===== config.mk =====
export PLATFORM = sky130hd
export DESIGN_NAME = point_encoder
export DESIGN_NICKNAME = d
export VERILOG_FILES = /design/src/rtl/ed25519_pkg.sv /design/src/rtl/canon_sub.sv /design/src/rtl/point_encoder.sv
export SDC_FILE = /design/constraint.sdc
export NUM_CORES = 1
export LEC_CHECK = 0
export CORE_AREA = 3 3 228 230
export CTS_CLUSTER_SIZE = 8
export DETAILED_ROUTE_END_ITERATION = 12
export DIE_AREA = 0 0 231 233
export PLACE_DENSITY_LB_ADDON = 0.3
export RECOVER_POWER = 100
export SLEW_MARGIN = 20
export SYNTH_ARGS = -nofsm -noshare
export SYNTH_HDL_FRONTEND = slang
export SYNTH_HIERARCHICAL = 1
export SYNTH_SLANG_ARGS = --single-unit

===== constraint.sdc =====
create_clock -name i_clk -period 2.1 [get_ports i_clk]
set_input_delay 0.21 -clock i_clk [delete_from_list [all_inputs] [get_ports i_clk]]
set_output_delay 0.21 -clock i_clk [all_outputs]
set_load 0.01 [all_outputs]

===== src/rtl/ed25519_pkg.sv =====
// Shared Ed25519 constants and point-encoder state type.
package ed25519_pkg;

  localparam logic [254:0] P_25519 =
    255'h7fffffffffffffffffffffffffffffffffffffffffffffffffffffffffffffed;

  localparam int ENC_W = 256;

  typedef enum logic [1:0] {
    IDLE,
    CANON,
    STREAM
  } point_enc_state_t;

endpackage


===== src/rtl/canon_sub.sv =====
// Reduces a value below 2^255 to canonical form mod P_25519 with one conditional subtract.
module canon_sub
  import ed25519_pkg::*;
(
  input  logic [254:0] value,
  output logic [254:0] canon
);

  always_comb begin
    canon = value;
    if (value >= P_25519) begin
      canon = value - P_25519;
    end
  end

endmodule


===== src/rtl/point_encoder.sv =====
// Ed25519 point compression: streams {lsb(x), y} little-endian as WORD_W-bit beats.
// Canonicalisation of x/y (CANON state + subtractors) is enabled by POINT_ENC_CANON_EN.
module point_encoder
  import ed25519_pkg::*;
#(
  parameter int WORD_W = 64
) (
  input  logic              i_clk,
  input  logic              i_rst_n,
  input  logic              i_valid,
  input  logic [254:0]      i_x,
  input  logic [254:0]      i_y,
  output logic              o_ready,
  output logic              o_drop,
  output logic              o_valid,
  input  logic              i_ready,
  output logic [WORD_W-1:0] o_data,
  output logic              o_last
);

  localparam int NBEATS = ENC_W / WORD_W;
  localparam int CNT_W  = $clog2(NBEATS);
  localparam logic [CNT_W-1:0] CNT_PRE_LAST = CNT_W'(NBEATS - 2);

  point_enc_state_t state, state_next;

  logic [ENC_W-1:0] enc, enc_next;
  logic [CNT_W-1:0] cnt, cnt_next;
  logic             ready_r, drop_r, valid_r, last_r;
  logic             ready_next, drop_next, valid_next, last_next;
  logic             capture, beat_fire;

  assign capture   = (state == IDLE) && i_valid && ready_r;
  assign beat_fire = (state == STREAM) && valid_r && i_ready;

`ifdef POINT_ENC_CANON_EN
  logic [254:0] x_q, y_q, x_c, y_c;
  logic [253:0] x_c_unused;

  canon_sub u_canon_x (
    .value (x_q),
    .canon (x_c)
  );

  canon_sub u_canon_y (
    .value (y_q),
    .canon (y_c)
  );

  // Only the parity of canonical x reaches the encoding.
  assign x_c_unused = x_c[254:1];

  always_ff @(posedge i_clk or negedge i_rst_n) begin
    if (!i_rst_n) begin
      x_q <= '0;
      y_q <= '0;
    end else if (capture) begin
      x_q <= i_x;
      y_q <= i_y;
    end
  end
`else
  logic [253:0] x_unused;

  assign x_unused = i_x[254:1];
`endif

  always_ff @(posedge i_clk or negedge i_rst_n) begin
    if (!i_rst_n) begin
      state <= IDLE;
    end else begin
      state <= state_next;
    end
  end

  always_comb begin
    state_next = state;
    unique case (state)
      IDLE: begin
        if (capture) begin
`ifdef POINT_ENC_CANON_EN
          state_next = CANON;
`else
          state_next = STREAM;
`endif
        end
      end
      CANON:   state_next = STREAM;
      STREAM:  if (beat_fire && last_r) state_next = IDLE;
      default: state_next = IDLE;
    endcase
  end

  // enc is a shift register: the current beat always sits in the low WORD_W
  // bits, so o_data comes straight from flops and drains to zero after the last beat.
  always_comb begin
    enc_next  = enc;
    cnt_next  = cnt;
    last_next = last_r;
    unique case (state)
      IDLE: begin
`ifndef POINT_ENC_CANON_EN
        if (capture) begin
          enc_next  = {i_x[0], i_y};
          cnt_next  = '0;
          last_next = 1'b0;
        end
`endif
      end
      CANON: begin
`ifdef POINT_ENC_CANON_EN
        enc_next = {x_c[0], y_c};
`endif
        cnt_next  = '0;
        last_next = 1'b0;
      end
      STREAM: begin
        if (beat_fire) begin
          enc_next  = enc >> WORD_W;
          cnt_next  = cnt + 1'b1;
          last_next = !last_r && (cnt == CNT_PRE_LAST);
        end
      end
      default: ;
    endcase
    ready_next = (state_next == IDLE);
    valid_next = (state_next == STREAM);
    drop_next  = i_valid && (state != IDLE);
  end

  always_ff @(posedge i_clk or negedge i_rst_n) begin
    if (!i_rst_n) begin
      enc     <= '0;
      cnt     <= '0;
      ready_r <= 1'b0;
      drop_r  <= 1'b0;
      valid_r <= 1'b0;
      last_r  <= 1'b0;
    end else begin
      enc     <= enc_next;
      cnt     <= cnt_next;
      ready_r <= ready_next;
      drop_r  <= drop_next;
      valid_r <= valid_next;
      last_r  <= last_next;
    end
  end

  assign o_ready = ready_r;
  assign o_drop  = drop_r;
  assign o_valid = valid_r;
  assign o_last  = last_r;
  assign o_data  = enc[WORD_W-1:0];

endmodule


# ---- Word-level counts from Yosys, hierarchy flattened
# Index checks and enable logic that the tools add are counted.
dict set report op_classes {
  mux 12
  n_bitwise 0
  n_reduce_logical 15
  addsub 1
  order_cmp 0
  div 0
  eq_ne 6
  shifts 0
  mul 0
}
# operator count
set op_table {}
lappend op_table {{$mux W256} 2}
lappend op_table {{$pmux W256 S2} 1}
lappend op_table {{$pmux W2 S3} 2}
lappend op_table {{$mux W2} 4}
lappend op_table {{$logic_and A1 B1 Y1} 7}
lappend op_table {{$eq A2 B2 Y1 const B} 3}
lappend op_table {{$reduce_and A3 Y1} 2}
lappend op_table {{$logic_not A2 Y1} 2}
lappend op_table {{$ne A2 B2 Y1 const B} 2}
lappend op_table {{$reduce_bool A2 Y1} 2}
lappend op_table {{$pmux W1 S3} 1}
lappend op_table {{$reduce_bool A3 Y1} 1}
lappend op_table {{$add A2 B1 Y2 const B} 1}
lappend op_table {{$eq A2 B1 Y1 const B} 1}
lappend op_table {{$mux W1} 2}
lappend op_table {{$logic_not A1 Y1} 1}
dict set report word_totals {
  memories 0
  latch_bits 0
  mem_bits_rw 0
  ff_bits 264
  output_inout_bits 68
  rom_bits 0
}

# ---- Depth between registers and ports, before layout
# Gate-level depths: netlist of the first run.
dict set report depth {
  word_depth 7
  depth_mapped 6
}

# ---- Least setup slack after synthesis of the first run
# OpenSTA, ideal clock, no wires.
dict set report synth_path {
  path_type {reg2reg}
  start {reg state[1]}
  end {reg enc[175]}
  synth_period_minus_slack_ps 1681
  slack_ps 419
  stages_incl_launch_ff 7
  required_time_ps 1975
  setup_time_ps 125
  t_arrival_ps 1556
  cell_sequence {dfrtp_1 -> buf_2 -> nand3b_4 -> a21oi_2 -> buf_4 -> buf_6 -> mux2_4}
}
dict set report synth_via {
  elab_chain_len 5
  elab_cells_between_ends 11
}
# item line_no
set synth_lines {}
lappend synth_lines {{start, declared} point_encoder.sv:25} ;# point_enc_state_t state, state_next;
lappend synth_lines {{start signal, assigned} point_encoder.sv:72} ;# state <= state_next;
lappend synth_lines {{$eq A2 B2 Y1 or $logic_not A2 Y1 (tied branches)} {point_encoder.sv:34, point_encoder.sv:100, point_encoder.sv:33}}
lappend synth_lines {{$logic_and A1 B1 Y1 (on tied branches) (2 in series)} {point_encoder.sv:34, point_encoder.sv:33}}
lappend synth_lines {{$ne A2 B2 Y1 (no source line)} -}
lappend synth_lines {{$reduce_and A3 Y1 (no source line)} -}
lappend synth_lines {{end signal, assigned} point_encoder.sv:140} ;# enc <= enc_next;
lappend synth_lines {{end, declared} point_encoder.sv:27} ;# logic [ENC_W-1:0] enc, enc_next;
# Parallel ways exist; a longest one is shown, timed or not.
# A chain may end at the register's enable or synchronous reset.

# ---- Final worst setup path of the first run
dict set report layout_path {
  start {reg state[0]}
  end {reg enc[150]}
}
# The elaborated chain is that of the path after synthesis.

==> results.md, run 1 <==
| Group | Parameter | Reported |
| --- | --- | --- |
| status | Result of the run | completed |
| cts | CTS root buf | clkbuf_16 |
| placement | Post-place instance area | 18,400 um2 |
| timing | Fmax | 510 MHz |
| logic synthesis | Mean post-synth cell area | 15.8 um2 |
| min path | Number of stages on the worst hold path | 3 |
| drt | Total routed wirelength | 34,500 um |
| die | Die Span X | 231 um |
| cts | Clock edge transition at the registers on the reported setup and hold paths | 0.05 ns |
| die | Top-level I/O count | 582 |
| setup path | Critical path required time | 2.51 ns |
| placement | Pre-CTS worst setup slack | 0.0497 ns |
| drt | Final antenna-violating net count | 0 |
| cts | Worst-Skew Late Latency | 0.53 ns |
| min path | Kind of path behind the tightest hold check | input port to flip-flop |
| logic synthesis | Flip-flop and latch count after synthesis | 264 |
| cts | Max H-tree Level | 2 |
| pwr | Pwr Total | 21.9 mW |
| pwr | Leakage power | 8.11 nW |
| logic synthesis | Number of synthesis warnings | 6 |
| logic synthesis | Gate count after technology mapping | 924 |
| logic synthesis | Count of different cell masters after synthesis | 24 |
| final layout | Post-layout utilization of the core | 37.5% |
| grt | First-pass GRT wire length | 52,100 um |
| timing | Slack of the critical path | 0.141 ns |
| final layout | Final cell count without fillers | 1,903 |
| setup path | Register-to-Register Path Depth | 5 |
| drt | Detailed-route DRC error count | 0 |
| logic synthesis | Syn_nets | 1,439 |
| timing | Final setup violation count | 0 |
| cts | Longest Clk Path Bufs | 3 |
| drt | First-pass detailed-route iteration total | 4 |
| logic synthesis | Xor-xnor portion of the synthesized cell area | 0.0600% |
| timing | Clock period minus final worst setup slack | 1.96 ns |
| grt | Congestion Overflow GR | 0 |
| placement | Final GP Congestion | 0.762 |
| die | Floorplan die height | 233 um |
| final layout | Relative area change from synthesis to final layout | 28.7% |
| pwr | P per Cell Area | 1160 nW/um2 |
| final layout | Total non-filler cell area in the finished layout | 18,800 um2 |
| logic synthesis | Share of synthesized cell area in and, or, nand and nor gates | 3.16% |
| setup path | Critical path startpoint category | flip-flop |
| pwr | Largest voltage drop on the vdd net | 0.000584 V |
| cts | Number of buffers inserted during clock tree synthesis | 39 |
| die | Area of the placeable core | 50,100 um2 |
| setup path | Arrival time worst endpoint | 2.36 ns |
| timing | Setup repair after global routing missed its margin | false |
| drt | Via-per-instance ratio | 4.25 |
| final layout | Fin nets | 1,738 |
| die | Starting Density | 29.1% |
| logic synthesis | Proportion of synthesized chip area in sequential cells | 45.3% |
| drt | Total number of vias | 8,095 |
| logic synthesis | Compound-gate portion of the synthesized area | 0.455% |
| placement | Number of cells in the design after placement | 1,853 |
| grt | Maximum number of pins on one net before global-route repair | 66 |
| timing | Count of final hold-check violations | 0 |
| timing | Worst-Margin Slew | 1.03 ns |
| grt | Overall track demand over capacity in global routing | 12.5% |
| cts | Sinks on Clock Net | 264 |
| timing | Slew HR | 31.4% |
| final layout | Share of cells above drive strength 1 | 33.5% |
| grt | Number of antenna violations at the first check in global routing | 3 |
| die | Die Outline Area | 53,800 um2 |
| run | Count of max-cap constraint violations | 0 |
| timing | Setup_tns | 0 ns |
| logic synthesis | Post-synthesis mux area share | 43.5% |
| die | Row count | 82 |
| grt | Vias in the first global route | 8,559 |
| logic synthesis | Adder and majority cell fraction of the synthesized area | 0.0858% |
| setup path | Critical path fanouts, max | 19 |
| drt | DRC violation total after the first TritonRoute iteration | 364 |
| cts | CTS tree | done |
| timing | Post-Route Hold Slack | 0.409 ns |
| timing | Final Cycle Share | 93.3% |
| drt | Wire length per cell after detailed routing | 18.1 um |
| setup path | Nature of the critical path endpoint | flip-flop |
| timing | Final Skew | 0.0113 ns |
| cts | Number of resized instances in the post-cts repair step | 0 |
| placement | Post-DP HPWL | 25,000 um |
| logic synthesis | Dominant combinational cell family by area after synthesis | multiplexers |
| placement | Port Buffer Count | 327 |
| logic synthesis | Netlist area before placement | 14,600 um2 |
| timing | Number of slew-limit violations in the final report | 0 |
| setup path | Critical path class | flip-flop to flip-flop |
==> worst max-delay path: stages (launching register included) <==
cell and delay, ns:
dfrtp_1 0.47, nor2b_4 0.28, buf_12 0.21, buf_6 0.23, mux2_1 0.37, mux2_4 0.26
==> kinds of logic (layout without fill, tap and decap cells) <==
| kind of cell | after synthesis | count (layout) |
|---|---|---|
| AO/OA/AOI/OAI | 10 | 10 |
| adder cells (fa/ha/maj) | 1 | 1 |
| multiplexers | 448 | 448 |
| buffers and inverters | 126 | 430 |
| AND/OR/NAND/NOR | 73 | 73 |
| other | 1 | 4 |
| XOR/XNOR | 1 | 1 |
| flip-flops | 264 | 264 |
==> timing repair <==
action                                 CTS  global route
endpoints found under the hold margin   58             0
hold buffers                             1             0
setup buffers                            0             0
==> cells in the mapped netlist <==
| cell type | number | area, um2 |
|---|---|---|
| mux2_4 | 345 | 5180 |
| dfrtp_1 | 264 | 6610 |
| mux2_2 | 103 | 1160 |
| buf_4 | 65 | 488 |
| nor2b_1 | 65 | 407 |
| buf_6 | 46 | 518 |
| buf_2 | 10 | 50.1 |
| inv_1 | 4 | 15.0 |
| a21oi_1 | 3 | 15.0 |
| nand2_1 | 3 | 11.3 |
| nand3_1 | 2 | 10.0 |
| o21ai_0 | 2 | 10.0 |
| a211oi_1 | 1 | 7.51 |
| a21oi_2 | 1 | 8.76 |
| a31o_2 | 1 | 8.76 |
| buf_12 | 1 | 20.0 |
| conb_1 | 1 | 3.75 |
| ha_1 | 1 | 12.5 |
| nand3b_1 | 1 | 7.51 |
| nand3b_4 | 1 | 20.0 |
| o21a_1 | 1 | 7.51 |
| o311ai_0 | 1 | 8.76 |
| or3_1 | 1 | 6.26 |
| xnor2_1 | 1 | 8.76 |
==> worst paths after layout <==
path	startpoint	endpoint	slack, ns
max	state[0]	enc[150]	0.14
min	i_y[226]	enc[226]	0.41
max reg2reg	state[0]	enc[150]	0.14
min reg2reg	enc[35]	enc[35]	0.48
max in group asynchronous	i_rst_n	enc[148]	0.36
min in group asynchronous	i_rst_n	enc[86]	0.45
==> placed cells by master (no fill, tap or decap), drive strengths merged, types with 2 or more instances in the layout <==
cell,n
buf,32
nor2b,65
dfrtp,264
o21ai,2
mux2,448
clkbuf,66
a21oi,4
nand3,2
inv,4
dlygate4sd3,69
nand2,3
clkdlybuf4s50,258
nand3b,2
diode,3
==> cell type report <==
| class | count | area [um2] |
|---|---|---|
| Fill cell | 4942 | 31300 |
| Sequential cell | 264 | 6610 |
| Multi-Input combinational cell | 534 | 6400 |
| Timing Repair Buffer | 380 | 3840 |
| Clock buffer | 45 | 1040 |
| Tap cell | 672 | 841 |
| Clock inverter | 1 | 30.0 |
| Inverter | 4 | 15.0 |
| Antenna cell | 3 | 7.51 |
==> layer usage <==
layer | wire, um | vias to the layer above | share of wire (%) | track usage [%]
met4 | 874 | 2 | 2.5 | 4.51
met3 | 3010 | 59 | 8.7 | 4.30
met1 | 16900 | 3986 | 49 | 18.1
met2 | 13800 | 277 | 40 | 16.9
met5 | 9 | - | 0.026 | 0
li1 | - | 3771 | - | -
==> flip-flops by register name (all words and copies together), names as in the netlist <==
signal / flops
enc: 256
cnt: 2
state: 2
o_drop: 1
o_last: 1
o_ready: 1
o_valid: 1
==> power by group <==
| part | switching [mW] | leakage [nW] | total (mW) | internal (mW) |
|---|---|---|---|---|
| Sequential | 1.32 | 3.20 | 8.87 | 7.54 |
| Combinational | 2.30 | 4.38 | 7.24 | 4.94 |
| Clock | 2.22 | 0.524 | 5.77 | 3.55 |
| Total | 5.85 | 8.11 | 21.9 | 16.0 |
Power figures use the tool's default switching activity.
==> run 2, diff against run 1 <==
CTS_CLUSTER_DIAMETER = 100   (was unset)
==> run 2 against run 1 <==
Effect of this change:
- highest routed layer unchanged
- wire length decreased by 0.65%
- die area unchanged
- clock power decreased by 3%
- via count decreased by 0.59%
- global-route usage decreased by 0.090 points
- core utilization about the same
==> results.md, run 2 (synthesis results as in run 1) <==
| Group | Parameter | Reported | vs previous |
| --- | --- | --- | --- |
| pwr | P per Cell Area | 1150 nW/um2 | was 1160 nW/um2 |
| pwr | Leakage power | 8.09 nW | was 8.11 nW |
| grt | Congestion Overflow GR | 0 | unchanged |
| drt | First-pass detailed-route iteration total | 4 | unchanged |
| pwr | Switching share of total power | 26.8% | was 26.7% |
| timing | Final setup violation count | 0 | unchanged |
| pwr | Share of power burned in the clock network | 25.8% | was 26.4% |
| final layout | Relative area change from synthesis to final layout | 28.9% | was 28.7% |
| cts | CTS tree | done | unchanged |
| cts | Sinks on Clock Net | 264 | unchanged |
| drt | Total routed wirelength | 34,300 um | was 34,500 um |
| run | Count of max-cap constraint violations | 0 | unchanged |
| final layout | Share of cells above drive strength 1 | 33.2% | was 33.5% |
| cts | Longest Clk Path Bufs | 3 | unchanged |
| timing | Setup_tns | 0 ns | unchanged |
| cts | Number of resized instances in the post-cts repair step | 0 | unchanged |
| timing | Clock period minus final worst setup slack | 1.97 ns | was 1.96 ns |
| min path | Number of stages on the worst hold path | 2 | was 3 |
| final layout | Highest-count cells in the layout ignoring fill and taps | 264 x dfrtp_1, 258 x clkdlybuf4s50_1, 208 x mux2_4, 137 x mux2_1, 103 x mux2_2 | was 264 x dfrtp_1, 258 x clkdlybuf4s50_1, 211 x mux2_4, 134 x mux2_1, 103 x mux2_2 |
| drt | Via-per-instance ratio | 4.23 | was 4.25 |
| timing | Final Skew | 0.00882 ns | was 0.0113 ns |
| cts | Worst-Skew Late Latency | 0.52 ns | was 0.53 ns |
| pwr | Switching power of the nets | 5.82 mW | was 5.85 mW |
| grt | Overall track demand over capacity in global routing | 12.4% | was 12.5% |
| drt | Wire length per cell after detailed routing | 18.0 um | was 18.1 um |
| grt | Number of antenna violations at the first check in global routing | 3 | unchanged |
| die | Area of the placeable core | 50,100 um2 | unchanged |
| setup path | Critical path class | flip-flop to flip-flop | unchanged |
| timing | Slew HR | 31.8% | was 31.4% |
| timing | Number of slew-limit violations in the final report | 0 | unchanged |
| final layout | Post-layout utilization of the core | 37.6% | was 37.5% |
| setup path | Critical path required time | 2.51 ns | about the same |
| timing | Fmax | 509 MHz | was 510 MHz |
| die | Die Outline Area | 53,800 um2 | unchanged |
| timing | Worst-Margin Slew | 1.02 ns | was 1.03 ns |
| final layout | Regs by FF count | enc x256, cnt x2, state x2 | unchanged |
| die | Top-level I/O count | 582 | unchanged |
| setup path | Worst reg2reg endpoint | enc[88] | was enc[150] |
| timing | Count of final hold-check violations | 0 | unchanged |
| timing | Setup repair after global routing missed its margin | false | unchanged |
| die | Row count | 82 | unchanged |
| cts | Clock edge transition at the registers on the reported setup and hold paths | 0.05 ns | about the same |
| drt | Final antenna-violating net count | 0 | unchanged |
| drt | DRC violation total after the first TritonRoute iteration | 350 | was 364 |
| cts | CTS root buf | clkbuf_16 | unchanged |
| timing | Post-Route Hold Slack | 0.355 ns | was 0.409 ns |
| grt | Vias in the first global route | 8,536 | was 8,559 |
| final layout | Max reg flops | 256 | unchanged |
| final layout | Fin nets | 1,738 | unchanged |
| pwr | Relative contribution of combinational cells to total power | 33.4% | was 33.1% |
| placement | Post-DP HPWL | 25,000 um | unchanged |
| min path | Start point of the worst hold path | i_valid | was i_y[226] |
| min path | Endpoint of the worst hold path | o_drop | was enc[226] |
| pwr | Internal power of the cells | 15.9 mW | was 16.0 mW |
| setup path | Critical path fanouts, max | 13 | was 19 |
| timing | Final Cycle Share | 93.6% | was 93.3% |
| drt | Detailed-route DRC error count | 0 | unchanged |
| final layout | Leading cell type in the layout, fill and taps excluded | dfrtp_1 | unchanged |
| setup path | Arrival time worst endpoint | 2.37 ns | was 2.36 ns |
| cts | Max H-tree Level | 2 | unchanged |
| setup path | Critical path startpoint category | flip-flop | unchanged |
| final layout | Biggest register | enc | unchanged |
| grt | Maximum number of pins on one net before global-route repair | 66 | unchanged |
| grt | First-pass GRT wire length | 51,900 um | was 52,100 um |
| pwr | Proportion of power drawn by flip-flops and latches | 40.8% | was 40.5% |
| min path | Kind of path behind the tightest hold check | input port to flip-flop | unchanged |
| setup path | Worst-case register-to-register setup slack | 0.13 ns | was 0.14 ns |
| placement | Final GP Congestion | 0.762 | unchanged |
| status | Result of the run | completed | unchanged |
| pwr | Largest voltage drop on the vdd net | 0.000557 V | was 0.000584 V |
| setup path | Register-to-Register Path Depth | 5 | unchanged |
| cts | Number of buffers inserted during clock tree synthesis | 39 | unchanged |
| setup path | Nature of the critical path endpoint | flip-flop | unchanged |
| placement | Port Buffer Count | 327 | unchanged |
| drt | Total number of vias | 8,047 | was 8,095 |
| die | Floorplan die height | 233 um | unchanged |
| setup path | Start of the worst register-to-register path | state[0] | unchanged |
| die | Die Span X | 231 um | unchanged |
| die | Starting Density | 29.1% | unchanged |
[run 2: changes by cell type in the layout (fill, tap and decap cells not counted), sizes merged]
| cell | delta |
|---|---|
| buf | +2 |
| clkbuf | -4 |
| clkinv | +1 |
| bufinv | -1 |
[run 2: worst max-delay path by stage]
stage | start | endpoint | slack [ns] | cells past startpoint
2_1_floorplan | state[1] | enc[175] | 0.42 | 6
3_3_place_gp | i_valid | enc[14] | 0.06 | 6
3_5_place_dp | i_valid | enc[201] | 0.05 | 6
4_1_cts | state[0] | enc[50] | 0.15 | 5
5_1_grt | state[0] | enc[88] | 0.04 | 5
6_report | state[0] | enc[88] | 0.13 | 5
[run 2: metrics by stage]
step                      worst slack, ns  total power [mW]  instances  instance area, um2
after floorplan                     0.419              15.2        924               14600
after global placement             0.0603              17.2       1853               18400
after detailed placement           0.0497              17.4       1853               18400
after CTS                           0.146              23.2       1898               19500
after global routing               0.0417              23.1       1899               18800
final                               0.134              21.7       1901               18800
[run 2: final cells by class]
class	instances	area [um2]
fill	4935	31300
sequential	264	6610
multi-input combinational	534	6380
timing repair buffer	380	3910
clock buffer	43	1030
tap	672	841
inverter	4	15.0
clock inverter	1	8.76
antenna	3	7.51
[run 2: power by group through the flow]
stage	Sequential [mW]	Combinational, mW	Clock, mW
detailed placement	9.01	8.38	0
floorplan	8.52	6.66	0
global route	9.22	7.80	6.04
finish	8.87	7.25	5.60
global placement	8.94	8.25	0
CTS	8.99	8.42	5.84
[run 2: critical path: stages (launching register included)]
cell	delay, ns
dfrtp_1	0.47
nor2b_4	0.29
buf_12	0.21
clkbuf_2	0.23
mux2_4	0.33
mux2_1	0.30
[run 2: timing repair]
action / in CTS / in global routing
setup buffers: 0 / 0
endpoints found under the hold margin: 58 / 0
setup endpoints to repair: 0 / 0
hold buffers: 1 / 0
[run 2: layer usage]
layer / part of all wire [%] / up-vias / GRT usage (%)
li1: - / 3761 / -
met1: 49 / 3939 / 17.9
met2: 40 / 282 / 16.8
met3: 8.5 / 63 / 4.40
met4: 2.6 / 2 / 4.20
met5: 0.020 / - / 0
